**src/rtl/cntb_run_scan_if.sv**
```systemverilog
// Request/result bundle between the custom-instruction issue logic and the
// run-length scanner.
interface cntb_run_scan_if #(
  parameter int unsigned XLEN = 32
);
  localparam int unsigned POS_W = $clog2(XLEN);
  localparam int unsigned CNT_W = $clog2(XLEN + 1);

  logic             start_i;
  logic             ready_o;
  logic [XLEN-1:0]  data_i;
  logic [POS_W-1:0] pos_i;
  logic [1:0]       mode_i;
  logic             dir_i;
  logic [CNT_W-1:0] limit_i;
  logic             busy_o;
  logic             valid_o;
  logic [CNT_W-1:0] count_o;
  logic             bit_o;

  modport master (
    output start_i, data_i, pos_i, mode_i, dir_i, limit_i,
    input  ready_o, busy_o, valid_o, count_o, bit_o
  );

  modport slave (
    input  start_i, data_i, pos_i, mode_i, dir_i, limit_i,
    output ready_o, busy_o, valid_o, count_o, bit_o
  );
endinterface

```
**src/rtl/cntb_run_scan.sv**
```systemverilog
// Multi-cycle run-length scanner: counts consecutive bits equal to a target,
// starting at a chosen index and walking CHUNK bits per cycle toward LSB or MSB.
module cntb_run_scan #(
  parameter int unsigned XLEN  = 32,
  parameter int unsigned CHUNK = 8
) (
  input  logic           clk_i,
  input  logic           rst_i,
  cntb_run_scan_if.slave bus
);
  localparam int unsigned POS_W = $clog2(XLEN);
  localparam int unsigned CNT_W = $clog2(XLEN + 1);
  localparam int unsigned RUN_W = $clog2(CHUNK + 1);
  localparam int unsigned SUM_W = CNT_W + 1;

  typedef enum logic [1:0] {
    IDLE = 2'd0,
    SCAN = 2'd1,
    DONE = 2'd2
  } state_e;

  state_e           state_q,  state_d;
  logic [XLEN-1:0]  data_q,   data_d;
  logic [POS_W-1:0] cursor_q, cursor_d;
  logic             dir_q,    dir_d;
  logic             target_q, target_d;
  logic [CNT_W-1:0] limit_q,  limit_d;
  logic [CNT_W-1:0] acc_q,    acc_d;
  logic [CNT_W-1:0] count_q,  count_d;
  logic             bit_q,    bit_d;
  logic             ready_q,  ready_d;
  logic             busy_q,   busy_d;
  logic             valid_q,  valid_d;

  logic [CHUNK-1:0] match_c;
  logic [RUN_W-1:0] run_c;
  logic             run_open_c;
  logic [SUM_W-1:0] sum_c;
  logic             edge_c;
  logic             limit_hit_c;
  logic [CNT_W-1:0] acc_next_c;
  logic             tgt_in_c;
  logic             accept_c;

  // Window compare; positions past either end of the operand never match.
  always_comb begin
    match_c = '0;
    for (int i = 0; i < CHUNK; i++) begin
      if (dir_q) begin
        if (cursor_q <= POS_W'(XLEN - 1 - i)) begin
          match_c[i] = (data_q[cursor_q + POS_W'(i)] == target_q);
        end
      end else if (cursor_q >= POS_W'(i)) begin
        match_c[i] = (data_q[cursor_q - POS_W'(i)] == target_q);
      end
    end
  end

  // Leading-match count of the window.
  always_comb begin
    run_c      = '0;
    run_open_c = 1'b1;
    for (int i = 0; i < CHUNK; i++) begin
      run_open_c = run_open_c & match_c[i];
      if (run_open_c) begin
        run_c = run_c + RUN_W'(1);
      end
    end
  end

  assign edge_c      = dir_q ? (cursor_q >= POS_W'(XLEN - CHUNK))
                             : (cursor_q <= POS_W'(CHUNK - 1));
  assign sum_c       = SUM_W'(acc_q) + SUM_W'(run_c);
  assign limit_hit_c = (limit_q != '0) && (sum_c >= SUM_W'(limit_q));
  assign acc_next_c  = limit_hit_c ? limit_q : sum_c[CNT_W-1:0];

  always_comb begin
    unique case (bus.mode_i)
      2'b01:   tgt_in_c = 1'b1;
      2'b10:   tgt_in_c = 1'b0;
      default: tgt_in_c = bus.data_i[bus.pos_i];
    endcase
  end

  assign accept_c = bus.start_i && ((state_q == IDLE) || (state_q == DONE));

  // Next-state and datapath update.
  always_comb begin
    state_d  = state_q;
    data_d   = data_q;
    cursor_d = cursor_q;
    dir_d    = dir_q;
    target_d = target_q;
    limit_d  = limit_q;
    acc_d    = acc_q;
    count_d  = count_q;
    bit_d    = bit_q;

    unique case (state_q)
      IDLE, DONE: begin
        if (accept_c) begin
          data_d   = bus.data_i;
          cursor_d = bus.pos_i;
          dir_d    = bus.dir_i;
          target_d = tgt_in_c;
          limit_d  = bus.limit_i;
          acc_d    = '0;
          state_d  = SCAN;
        end else begin
          state_d  = IDLE;
        end
      end
      SCAN: begin
        acc_d    = acc_next_c;
        cursor_d = dir_q ? (cursor_q + POS_W'(CHUNK)) : (cursor_q - POS_W'(CHUNK));
        if ((run_c < RUN_W'(CHUNK)) || edge_c || limit_hit_c) begin
          count_d = acc_next_c;
          bit_d   = target_q;
          state_d = DONE;
        end
      end
      default: state_d = IDLE;
    endcase

    ready_d = (state_d != SCAN);
    busy_d  = (state_d == SCAN);
    valid_d = (state_d == DONE);
  end

  always_ff @(posedge clk_i) begin
    if (rst_i) begin
      state_q  <= IDLE;
      data_q   <= '0;
      cursor_q <= '0;
      dir_q    <= 1'b0;
      target_q <= 1'b0;
      limit_q  <= '0;
      acc_q    <= '0;
      count_q  <= '0;
      bit_q    <= 1'b0;
      ready_q  <= 1'b1;
      busy_q   <= 1'b0;
      valid_q  <= 1'b0;
    end else begin
      state_q  <= state_d;
      data_q   <= data_d;
      cursor_q <= cursor_d;
      dir_q    <= dir_d;
      target_q <= target_d;
      limit_q  <= limit_d;
      acc_q    <= acc_d;
      count_q  <= count_d;
      bit_q    <= bit_d;
      ready_q  <= ready_d;
      busy_q   <= busy_d;
      valid_q  <= valid_d;
    end
  end

  assign bus.ready_o = ready_q;
  assign bus.busy_o  = busy_q;
  assign bus.valid_o = valid_q;
  assign bus.count_o = count_q;
  assign bus.bit_o   = bit_q;

endmodule
```
**src/flat_wrapper.sv**
```systemverilog
// flat-port wrapper written by rule: the top's interface ports become plain ports
module cntb_run_scan_flat 
#(
  parameter int unsigned XLEN  = 32,
  parameter int unsigned CHUNK = 8
)
  (clk_i, rst_i, bus_start_i, bus_data_i, bus_pos_i, bus_mode_i, bus_dir_i, bus_limit_i, bus_ready_o, bus_busy_o, bus_valid_o, bus_count_o, bus_bit_o);
  cntb_run_scan_if #(.XLEN(XLEN)) bus_i ();
  input  logic clk_i;
  input  logic rst_i;
  input wire logic [$bits(bus_i.start_i)-1:0] bus_start_i;
  input wire logic [$bits(bus_i.data_i)-1:0] bus_data_i;
  input wire logic [$bits(bus_i.pos_i)-1:0] bus_pos_i;
  input wire logic [$bits(bus_i.mode_i)-1:0] bus_mode_i;
  input wire logic [$bits(bus_i.dir_i)-1:0] bus_dir_i;
  input wire logic [$bits(bus_i.limit_i)-1:0] bus_limit_i;
  output wire logic [$bits(bus_i.ready_o)-1:0] bus_ready_o;
  output wire logic [$bits(bus_i.busy_o)-1:0] bus_busy_o;
  output wire logic [$bits(bus_i.valid_o)-1:0] bus_valid_o;
  output wire logic [$bits(bus_i.count_o)-1:0] bus_count_o;
  output wire logic [$bits(bus_i.bit_o)-1:0] bus_bit_o;
  assign bus_i.start_i = bus_start_i;
  assign bus_i.data_i = bus_data_i;
  assign bus_i.pos_i = bus_pos_i;
  assign bus_i.mode_i = bus_mode_i;
  assign bus_i.dir_i = bus_dir_i;
  assign bus_i.limit_i = bus_limit_i;
  assign bus_ready_o = bus_i.ready_o;
  assign bus_busy_o = bus_i.busy_o;
  assign bus_valid_o = bus_i.valid_o;
  assign bus_count_o = bus_i.count_o;
  assign bus_bit_o = bus_i.bit_o;
  cntb_run_scan #(.XLEN(XLEN), .CHUNK(CHUNK)) u_core (.clk_i(clk_i), .rst_i(rst_i), .bus(bus_i));
endmodule
```
**config.mk**
```make
export PLATFORM = sky130hd
export DESIGN_NAME = cntb_run_scan_flat
export DESIGN_NICKNAME = d
export VERILOG_FILES = /design/src/rtl/cntb_run_scan_if.sv /design/src/rtl/cntb_run_scan.sv /design/src/flat_wrapper.sv
export SDC_FILE = /design/constraint.sdc
export NUM_CORES = 1
export LEC_CHECK = 0
export ABC_AREA = 1
export BUFFER_PORTS_ARGS = -buffer_cell sky130_fd_sc_hd__buf_2
export CORE_MARGIN = 8
export CORE_UTILIZATION = 56
export CTS_BUF_LIST = sky130_fd_sc_hd__clkbuf_8
export DETAILED_ROUTE_END_ITERATION = 10
export GPL_TIMING_DRIVEN = 0
export PLACE_DENSITY = 0.79
export SLEW_MARGIN = 20
export SYNTH_ARGS = -nofsm -noshare
export SYNTH_HDL_FRONTEND = slang
export SYNTH_SLANG_ARGS = --single-unit
```
**constraint.sdc**
```tcl
create_clock -name clk_i -period 6.25 [get_ports clk_i]
set_input_delay 0.625 -clock clk_i [delete_from_list [all_inputs] [get_ports clk_i]]
set_output_delay 0.625 -clock clk_i [all_outputs]
set_load 0.01 [all_outputs]
```
Word-level counts from Yosys, hierarchy flattened:

Index checks and enable logic that the tools add are counted.

* bits in latches: 0
* logic and storage cells: 189
* output and inout port bits: 10
* bits of input ports: 49
* memories kept: 0
* ROM bits: 0
* bits in registers: 63
* memory bits (writable): 0

* add/subtract/negate cells: 24
* $lt $le $gt $ge: 36
* reductions and logical operators: 12
* eq/ne operators: 23
* shifts and indexed selects: 0
* bitwise gates (word level): 7
* divide/modulo/power cells: 0
* mux-type cells: 75
* multiply operators: 0

Operator list (count)
* < comparator 5 x 6 -> 1 bit, second input constant: 16
* binary-select mux 1 bit (select 5 bit): 16
* 2-to-1 mux 1 bit: 43
* less-or-equal comparator 5 bit, second input constant: 8
* 2-to-1 mux 4 bit: 7
* adder 4 x 1 -> 4 bit, second input constant: 6
* adder 5 x 3 -> 5 bit, second input constant: 4
* >= comparator 5 x 3 -> 1 bit, second input constant: 4
* subtractor 5 x 3 -> 5 bit, second input constant: 4
* == test 1 bit: 15
* 2-to-1 mux 6 bit: 2
* one-hot mux 6 bit (2 select lines): 1
* adder 5 x 2 -> 5 bit, second input constant: 2
* >= comparator 5 x 1 -> 1 bit, second input constant: 2
* >= comparator 5 x 2 -> 1 bit, second input constant: 2
* 2-to-1 mux 5 bit: 2
* one-hot mux 5 bit (2 select lines): 1
* subtractor 5 x 2 -> 5 bit, second input constant: 2
* adder 6 x 4 -> 7 bit: 1
* bitwise AND 1 bit: 7
* >= comparator 7 x 6 -> 1 bit: 1
* == test 2 x 1 -> 1 bit, second input constant: 3
* == test 2 bit, second input constant: 3
* AND reduction 2 bit: 3
* 18 further kinds: 22

Longest topological paths before layout:

* depth in word-level cells: 27
* depth in mapped cells: 50
* mapped depth without buffers: 49

Worst setup path after synthesis:

OpenSTA, ideal clock, no wires.

* kind: reg-to-reg
* start: register u_core.cursor_q[2]
* end: register u_core.ready_q (netlist: u_core.bus.ready_o)
* setup slack: -0.071 ns
* cell stages (with the launch flop): 42
* arrival time: 6.181 ns
* clock period less this slack: 6.321 ns
* data required time: 6.110 ns
* setup time: 0.140 ns
* path buffers: 2
* cell sequence: dfxtp_1 > inv_2 > clkbuf_1 > ha_1 > clkbuf_1 > inv_1 > nand3_1 > nand3_1 > nand3_1 > nand2_1 > nand2_1 > nand3_1 > nand2_2 > inv_2 > a21oi_1 > ha_1 > nor2_1 > nor2_1 > [6 not listed] > mux2i_1 > inv_1 > ha_1 > nand3_1 > and2_1 > xnor2_1 > ha_1 > inv_1 > nor2_1 > o21ai_0 > inv_1 > o21ai_0 > a32o_1 > o21ai_0 > nor2_1 > nand3_4 > nand2_4 > nand3_4

* word-level cells in the longest chain between the ends: 27
* elaborated cells on any way between the ends: 133
* classes of those cells: add/sub (22); order compare (20); eq/ne (16); mux (65); bitwise (7); reduce/logical (3)

Ends and longest elaborated chain
* start, declared: line cntb_run_scan.sv:24 `logic [POS_W-1:0] cursor_q, cursor_d;`
* start signal, assigned: line cntb_run_scan.sv:147 `cursor_q <= cursor_d;`
* subtractor 5 x 1 -> 5 bit, or another cell as far along: line cntb_run_scan.sv:54 `match_c[i] = (data_q[cursor_q - POS_W'(i)] == target_q);`
* binary-select mux 1 bit (select 5 bit), or another cell as far along: line cntb_run_scan.sv:54
* 2-to-1 mux 1 bit (implied by the code), or another cell as far along: line cntb_run_scan.sv:54
* == test 1 bit, or another cell as far along: line cntb_run_scan.sv:54
* 2-to-1 mux 1 bit, on equally long branches: line cntb_run_scan.sv:53, cntb_run_scan.sv:49, cntb_run_scan.sv:50
* 2-to-1 mux 1 bit, on equally long branches: line cntb_run_scan.sv:49, cntb_run_scan.sv:65
* bitwise AND 1 bit or adder 1 x 1 -> 2 bit (tied branches): line cntb_run_scan.sv:64, cntb_run_scan.sv:66
* 2-to-1 mux 4 bit: line cntb_run_scan.sv:65 `if (run_open_c) begin`
* [11 not listed]
* 2-to-1 mux 4 bit: line cntb_run_scan.sv:65
* adder 6 x 4 -> 7 bit: line cntb_run_scan.sv:73 `assign sum_c = SUM_W'(acc_q) + SUM_W'(run_c);`
* >= comparator 7 x 6 -> 1 bit: line cntb_run_scan.sv:74 `assign limit_hit_c = (limit_q != '0) && (sum_c >= SUM_W'(limit_q));`
* logical AND 1 bit: line cntb_run_scan.sv:74
* logical OR 1 bit (*): line cntb_run_scan.sv:116 `if ((run_c < RUN_W'(CHUNK)) || edge_c || limit_hit_c) begin`
* 2-to-1 mux 2 bit (*): line cntb_run_scan.sv:116
* one-hot mux 2 bit (2 select lines) (*): line cntb_run_scan.sv:99 `unique case (state_q)`
* inequality test 2 x 1 -> 1 bit (*): line cntb_run_scan.sv:125 `ready_d = (state_d != SCAN);`
* end signal, assigned: line cntb_run_scan.sv:154 `ready_q <= ready_d;`
* end, declared: line cntb_run_scan.sv:31 `logic ready_q, ready_d;`

Every way passes the cells marked *; elsewhere a longest branch is shown, timed or not. The select of a mux whose other input is x is not followed.
A chain may end at the register's enable or synchronous reset.

Final worst setup path:

* start: register u_core.cursor_q[0]
* end: register u_core.acc_q[2]

* word-level cells in the longest chain between the ends: 25
* elaborated cells on any way between the ends: 126
* classes of those cells: add/sub (22); order compare (17); eq/ne (15); mux (64); bitwise (7); reduce/logical (1)

Ends and longest elaborated chain
* subtractor 5 x 1 -> 5 bit, or another cell as far along: line cntb_run_scan.sv:54
* binary-select mux 1 bit (select 5 bit), or another cell as far along: line cntb_run_scan.sv:54
* 2-to-1 mux 1 bit (implied by the code), or another cell as far along: line cntb_run_scan.sv:54
* == test 1 bit, or another cell as far along: line cntb_run_scan.sv:54
* 2-to-1 mux 1 bit, on equally long branches: line cntb_run_scan.sv:53, cntb_run_scan.sv:49, cntb_run_scan.sv:50
* 2-to-1 mux 1 bit, on equally long branches: line cntb_run_scan.sv:49, cntb_run_scan.sv:65
* bitwise AND 1 bit or adder 1 x 1 -> 2 bit (tied branches): line cntb_run_scan.sv:64, cntb_run_scan.sv:66
* 2-to-1 mux 4 bit: line cntb_run_scan.sv:65
* [9 not listed]
* 2-to-1 mux 4 bit: line cntb_run_scan.sv:65
* adder 4 x 1 -> 4 bit: line cntb_run_scan.sv:66 `run_c = run_c + RUN_W'(1);`
* 2-to-1 mux 4 bit (*): line cntb_run_scan.sv:65
* adder 6 x 4 -> 7 bit (*): line cntb_run_scan.sv:73
* >= comparator 7 x 6 -> 1 bit: line cntb_run_scan.sv:74
* logical AND 1 bit: line cntb_run_scan.sv:74
* 2-to-1 mux 6 bit (*): line cntb_run_scan.sv:75 `assign acc_next_c = limit_hit_c ? limit_q : sum_c[CNT_W-1:0];`
* one-hot mux 6 bit (2 select lines) (*): line cntb_run_scan.sv:99
* end signal, assigned: line cntb_run_scan.sv:138 `acc_q <= '0;`
* end signal, assigned: line cntb_run_scan.sv:151 `acc_q <= acc_d;`
* end, declared: line cntb_run_scan.sv:28 `logic [CNT_W-1:0] acc_q, acc_d;`

Marked as above.

==> impl_summary.md <==
Worst hold path
The worst hold path terminates at u_core.bus.count_o[3]. The worst hold path depth is 2. The launch point of the worst hold path is u_core.bus.count_o[3]. The path class of the tightest hold or removal check is flip-flop to flip-flop.

Synthesis
The number of enable flip-flop cells after synthesis is 0. The sequential element share of the synthesized area is 0.211. The warning count from the yosys run is 0. The synthesized area is about 6000 um2. After synthesis, the cell types taking the most area are sky130_fd_sc_hd__dfxtp_1, sky130_fd_sc_hd__nand3_1, sky130_fd_sc_hd__nand2_1. The dominant synthesized flop cell is sky130_fd_sc_hd__dfxtp_1. After synthesis, the mean cell area works out to approximately 6.1 um2. The portion of synthesized cell area occupied by the leading cell type is 0.211. The synthesized design contains 63 register bits. The library cell with the largest summed area after synthesis is sky130_fd_sc_hd__dfxtp_1. In this run, distinct cell masters in the synthesized netlist total 40.

The most common cell in the synthesized netlist is sky130_fd_sc_hd__nand3_1. Synthesis produced a netlist whose cell count is about 990. Counting instances in the post-synthesis netlist gives the leading cell types as sky130_fd_sc_hd__nand3_1, sky130_fd_sc_hd__nand2_1, sky130_fd_sc_hd__nor2_1.

The net count of the mapped netlist is about 1,100. After synthesis, the share of flip-flops with an asynchronous set or reset is 0.

Timing
The number of failing setup endpoints in the final timing report is 0. After routing, the total negative slack on setup checks comes to 0 ns. Subtracting the final worst setup slack from the clock period gives roughly 6 ns. The maximum clock skew at final layout is between 0.009 and 0.01 ns.

Setup repair after global routing could not meet its margin everywhere. The max-slew violation count is 0. Measured against its own limit, the worst slew margin works out to 0.310. For the pin with the worst max-slew slack, the measured transition is ~1 ns. The peak clock frequency supported by timing is 163 MHz. The final hold violation count is 0. In the finished design, the share of the clock period the worst path needs comes to 0.980.

Power
The total internal power is around 1.1 mW. The switching power of the nets is 0.953 mW. Dividing total power by cell area gives a power density of between 200 and 300 nW/um2. The share of power burned in the clock network is 0.161. In this run the static leakage power is roughly 3.6 nW.

The share of total power dissipated in sequential elements is 0.234. The switching power share of the total is 0.466. Across the VDD grid, the largest voltage drop is 197 uV. The combinational group share of total power is 0.606.

Cells and area
The number of antenna diodes in the final layout is 0. The net count of the finished layout is roughly 1,200. The filler cells instantiated in the layout total 873. In the final layout, the share of cells above drive strength 1 is 0.252. The area of combinational cells with multiple inputs is between 4000 and 5000 um2. The area occupied by registers is roughly 1300 um2. The final standard cell area without fillers is slightly below 8000 um2. The layout overhead on the synthesized area is 29.0%.

Floorplan
The floorplan step defined a core boundary enclosing around 10,000 um2. The floorplan row count is 37. The starting utilization of the core area is 0.577.

The total I/O pin count is just under 60. The die covers approximately 14,000 um2. The floorplan step set the die height to between 100 and 150 um. The die width is 119 um.

GRT
The total routing usage reported by global routing is 0.273. The met1 usage in global routing is 0.380. The global-route layer with the greatest usage is met2. For met2 alone, demand over resource in global routing was 0.405.

After global routing the overflow that remains totals 0. The number of antenna violations at the first check in global routing was 0. The number of global-route vias before repair is around 6,500. In the global route stage, met3 resource usage came out at 0.0477.

The wire length of the first global-routing pass is 32,200 um. Entering global routing, the biggest net connects 16 pins.

Place
Once detailed placement completed, the half-perimeter wirelength came to 15,000 um. The number of buffer cells added on primary ports is 55. The final estimated routing congestion in global placement is between 1 and 1.5. Once placement finished, the instance area stood at around 6400 um2.

CTS
The buffer cell driving the clock tree root is sky130_fd_sc_hd__clkbuf_8. The clock buffer count from CTS is 9. The count of H-tree levels built during CTS is 3. The clock reaches the later pin of the worst-skew pair after ~0.34 ns. The clock passes through at most 2 buffers.

The CTS tree is built. Clock tree synthesis found a total of between 60 and 70 sinks. Clock-pin slew was measured on the worst setup and hold paths at about 0.070 ns. The hold-fix buffer count after cts is 0.

Critical path
The worst path arrival time is ~6.4 ns. The slowest stage of the critical path is the sky130_fd_sc_hd__dfxtp_4 cell. The number of cells on the worst reg-to-reg path is 40. The delay of the slowest cell on the worst path is approximately 0.38 ns. The capture instance of the worst register-to-register path is u_core.acc_q[2].

The register-to-register path setup slack is between 0.1 and 0.15 ns. At the worst endpoint, the required time is between 6 and 7 ns. The origin of the critical flop-to-flop path is u_core.cursor_q[0]. The critical path startpoint category is a flip-flop.

The startpoint-to-endpoint class of the critical path is flip-flop to flip-flop. STA classifies the critical path endpoint as a flip-flop. The most repeated library cell on the critical path is sky130_fd_sc_hd__nand2_1. The worst-path maximum fanout is 10.

Job
Max-cap violations in this run came to 0.

Routing
The detail route stage leaves a number of antenna-violating nets equal to 0. The average wire per cell in the routed design is approximately 17 um. The detailed router finished its first iteration with between 800 and 900 violations. For this block, the via count after detailed routing is 7,399. The post-detailed-route DRC marker count is 0.

The ratio of routed vias to standard cells is between 6 and 7. For this run, the detailed router's first-pass iteration total came to 8. After detailed routing, the total wire length is roughly 21,000 um.

Outcome
The flow ran to the end, and the final reports show no timing, DRC or antenna violations.
==> stage by stage <==
stage          worst slack [ns]  power [mW]   util  instances  hold slack (ns)
2_1_floorplan           0.00364        1.17      -        989            0.450
3_3_place_gp              -1.02        1.38  0.620       1180            0.452
3_5_place_dp              -1.09        1.40  0.620       1180            0.456
4_1_cts                  0.0132        1.82  0.665       1205            0.462
5_1_grt                  -0.195        2.19  0.744       1226            0.484
6_report                  0.123        2.05  0.744       1226            0.460
==> power by group through the flow <==
| stage | Sequential (mW) | Clock (mW) | Combinational [mW] |
|---|---|---|---|
| after floorplan | 0.471 | 0 | 0.701 |
| after global placement | 0.481 | 0 | 0.902 |
| after detailed placement | 0.482 | 0 | 0.915 |
| after CTS | 0.472 | 0.334 | 1.01 |
| after global routing | 0.481 | 0.352 | 1.36 |
| final | 0.478 | 0.328 | 1.24 |
==> critical path, delay by kind of cell (launching register included) <==
family	cells	cell delay (ns)
XOR/XNOR	1	0.13
multiplexers	1	0.08
AND/OR/NAND/NOR	18	1.87
adder cells (fa/ha/maj)	6	1.86
AO/OA/AOI/OAI	6	0.85
flip-flops	1	0.38
buffers and inverters	8	0.84
==> sequential cells by signal, indices dropped and copies added, names as in the netlist, 2 cells and up <==
| register | cells |
|---|---|
| u_core.acc_q | 6 |
| u_core.state_q | 2 |
| u_core.limit_q | 6 |
| u_core.cursor_q | 5 |
| u_core.data_q | 32 |
| u_core.bus.count_o | 6 |
==> placed cells by master (no fill, tap or decap), types with 11 or more instances in the layout <==
| cell type | Yosys | final |
|---|---|---|
| sky130_fd_sc_hd__nand3_1 | 237 | 175 |
| sky130_fd_sc_hd__nand3_2 | 1 | 59 |
| sky130_fd_sc_hd__buf_2 | 9 | 59 |
| sky130_fd_sc_hd__xor2_1 | 14 | 12 |
| sky130_fd_sc_hd__o21ai_0 | 68 | 56 |
| sky130_fd_sc_hd__ha_1 | 32 | 20 |
| sky130_fd_sc_hd__inv_2 | 15 | 20 |
| sky130_fd_sc_hd__clkbuf_1 | 31 | 26 |
| sky130_fd_sc_hd__buf_4 | 1 | 28 |
| sky130_fd_sc_hd__dfxtp_1 | 63 | 59 |
| sky130_fd_sc_hd__nand4_1 | 11 | 11 |
| sky130_fd_sc_hd__inv_1 | 66 | 58 |
| sky130_fd_sc_hd__nor2_1 | 92 | 88 |
| sky130_fd_sc_hd__a21oi_1 | 37 | 33 |
| sky130_fd_sc_hd__nand2_1 | 236 | 231 |
==> cells by family (layout without fill, tap and decap cells) <==
family          count (synthesis)  after routing  share of synthesized area
mux                             5              5                    0.00836
compound gates                128            128                      0.121
buf+inv                       131            230                     0.0920
xor+xnor                       23             23                     0.0399
flops                          63             63                      0.211
fa+ha+maj                      33             33                     0.0702
simple gates                  606            608                      0.458
==> layout make-up <==
class / instances / area share
Clock inverter: 6 / 0.00713
Buffer: 44 / 0.0363
Timing Repair Buffer: 86 / 0.0724
Tap cell: 136 / 0.0220
Sequential cell: 63 / 0.165
Clock buffer: 9 / 0.0160
Multi-Input combinational cell: 797 / 0.636
Inverter: 85 / 0.0452
==> per-layer routing <==
layer / up-vias / routed length, um
met5: - / 0
met4: 0 / 861
met3: 79 / 2000
met2: 432 / 9210
met1: 3351 / 9040
li1: 3537 / -
==> what timing repair did <==
action / 4_1_cts / 5_1_grt
gates resized for setup: 49 / 148
pin swaps: 13 / 44
setup buffers: 10 / 19
cloned: 2 / 2
endpoints found under the setup margin: 18 / 18
==> worst max-delay path by stage <==
| stage | start | to | depth (start not counted) |
|---|---|---|---|
| 2_1_floorplan | u_core.cursor_q[2] | u_core.bus.ready_o | 41 |
| 3_3_place_gp | u_core.cursor_q[2] | u_core.bus.ready_o | 41 |
| 3_5_place_dp | u_core.cursor_q[2] | u_core.bus.ready_o | 41 |
| 4_1_cts | u_core.cursor_q[1] | u_core.acc_q[3] | 40 |
| 5_1_grt | u_core.cursor_q[0] | u_core.acc_q[2] | 43 |
| 6_report | u_core.cursor_q[0] | u_core.acc_q[2] | 40 |
Power figures use the tool's default switching activity.
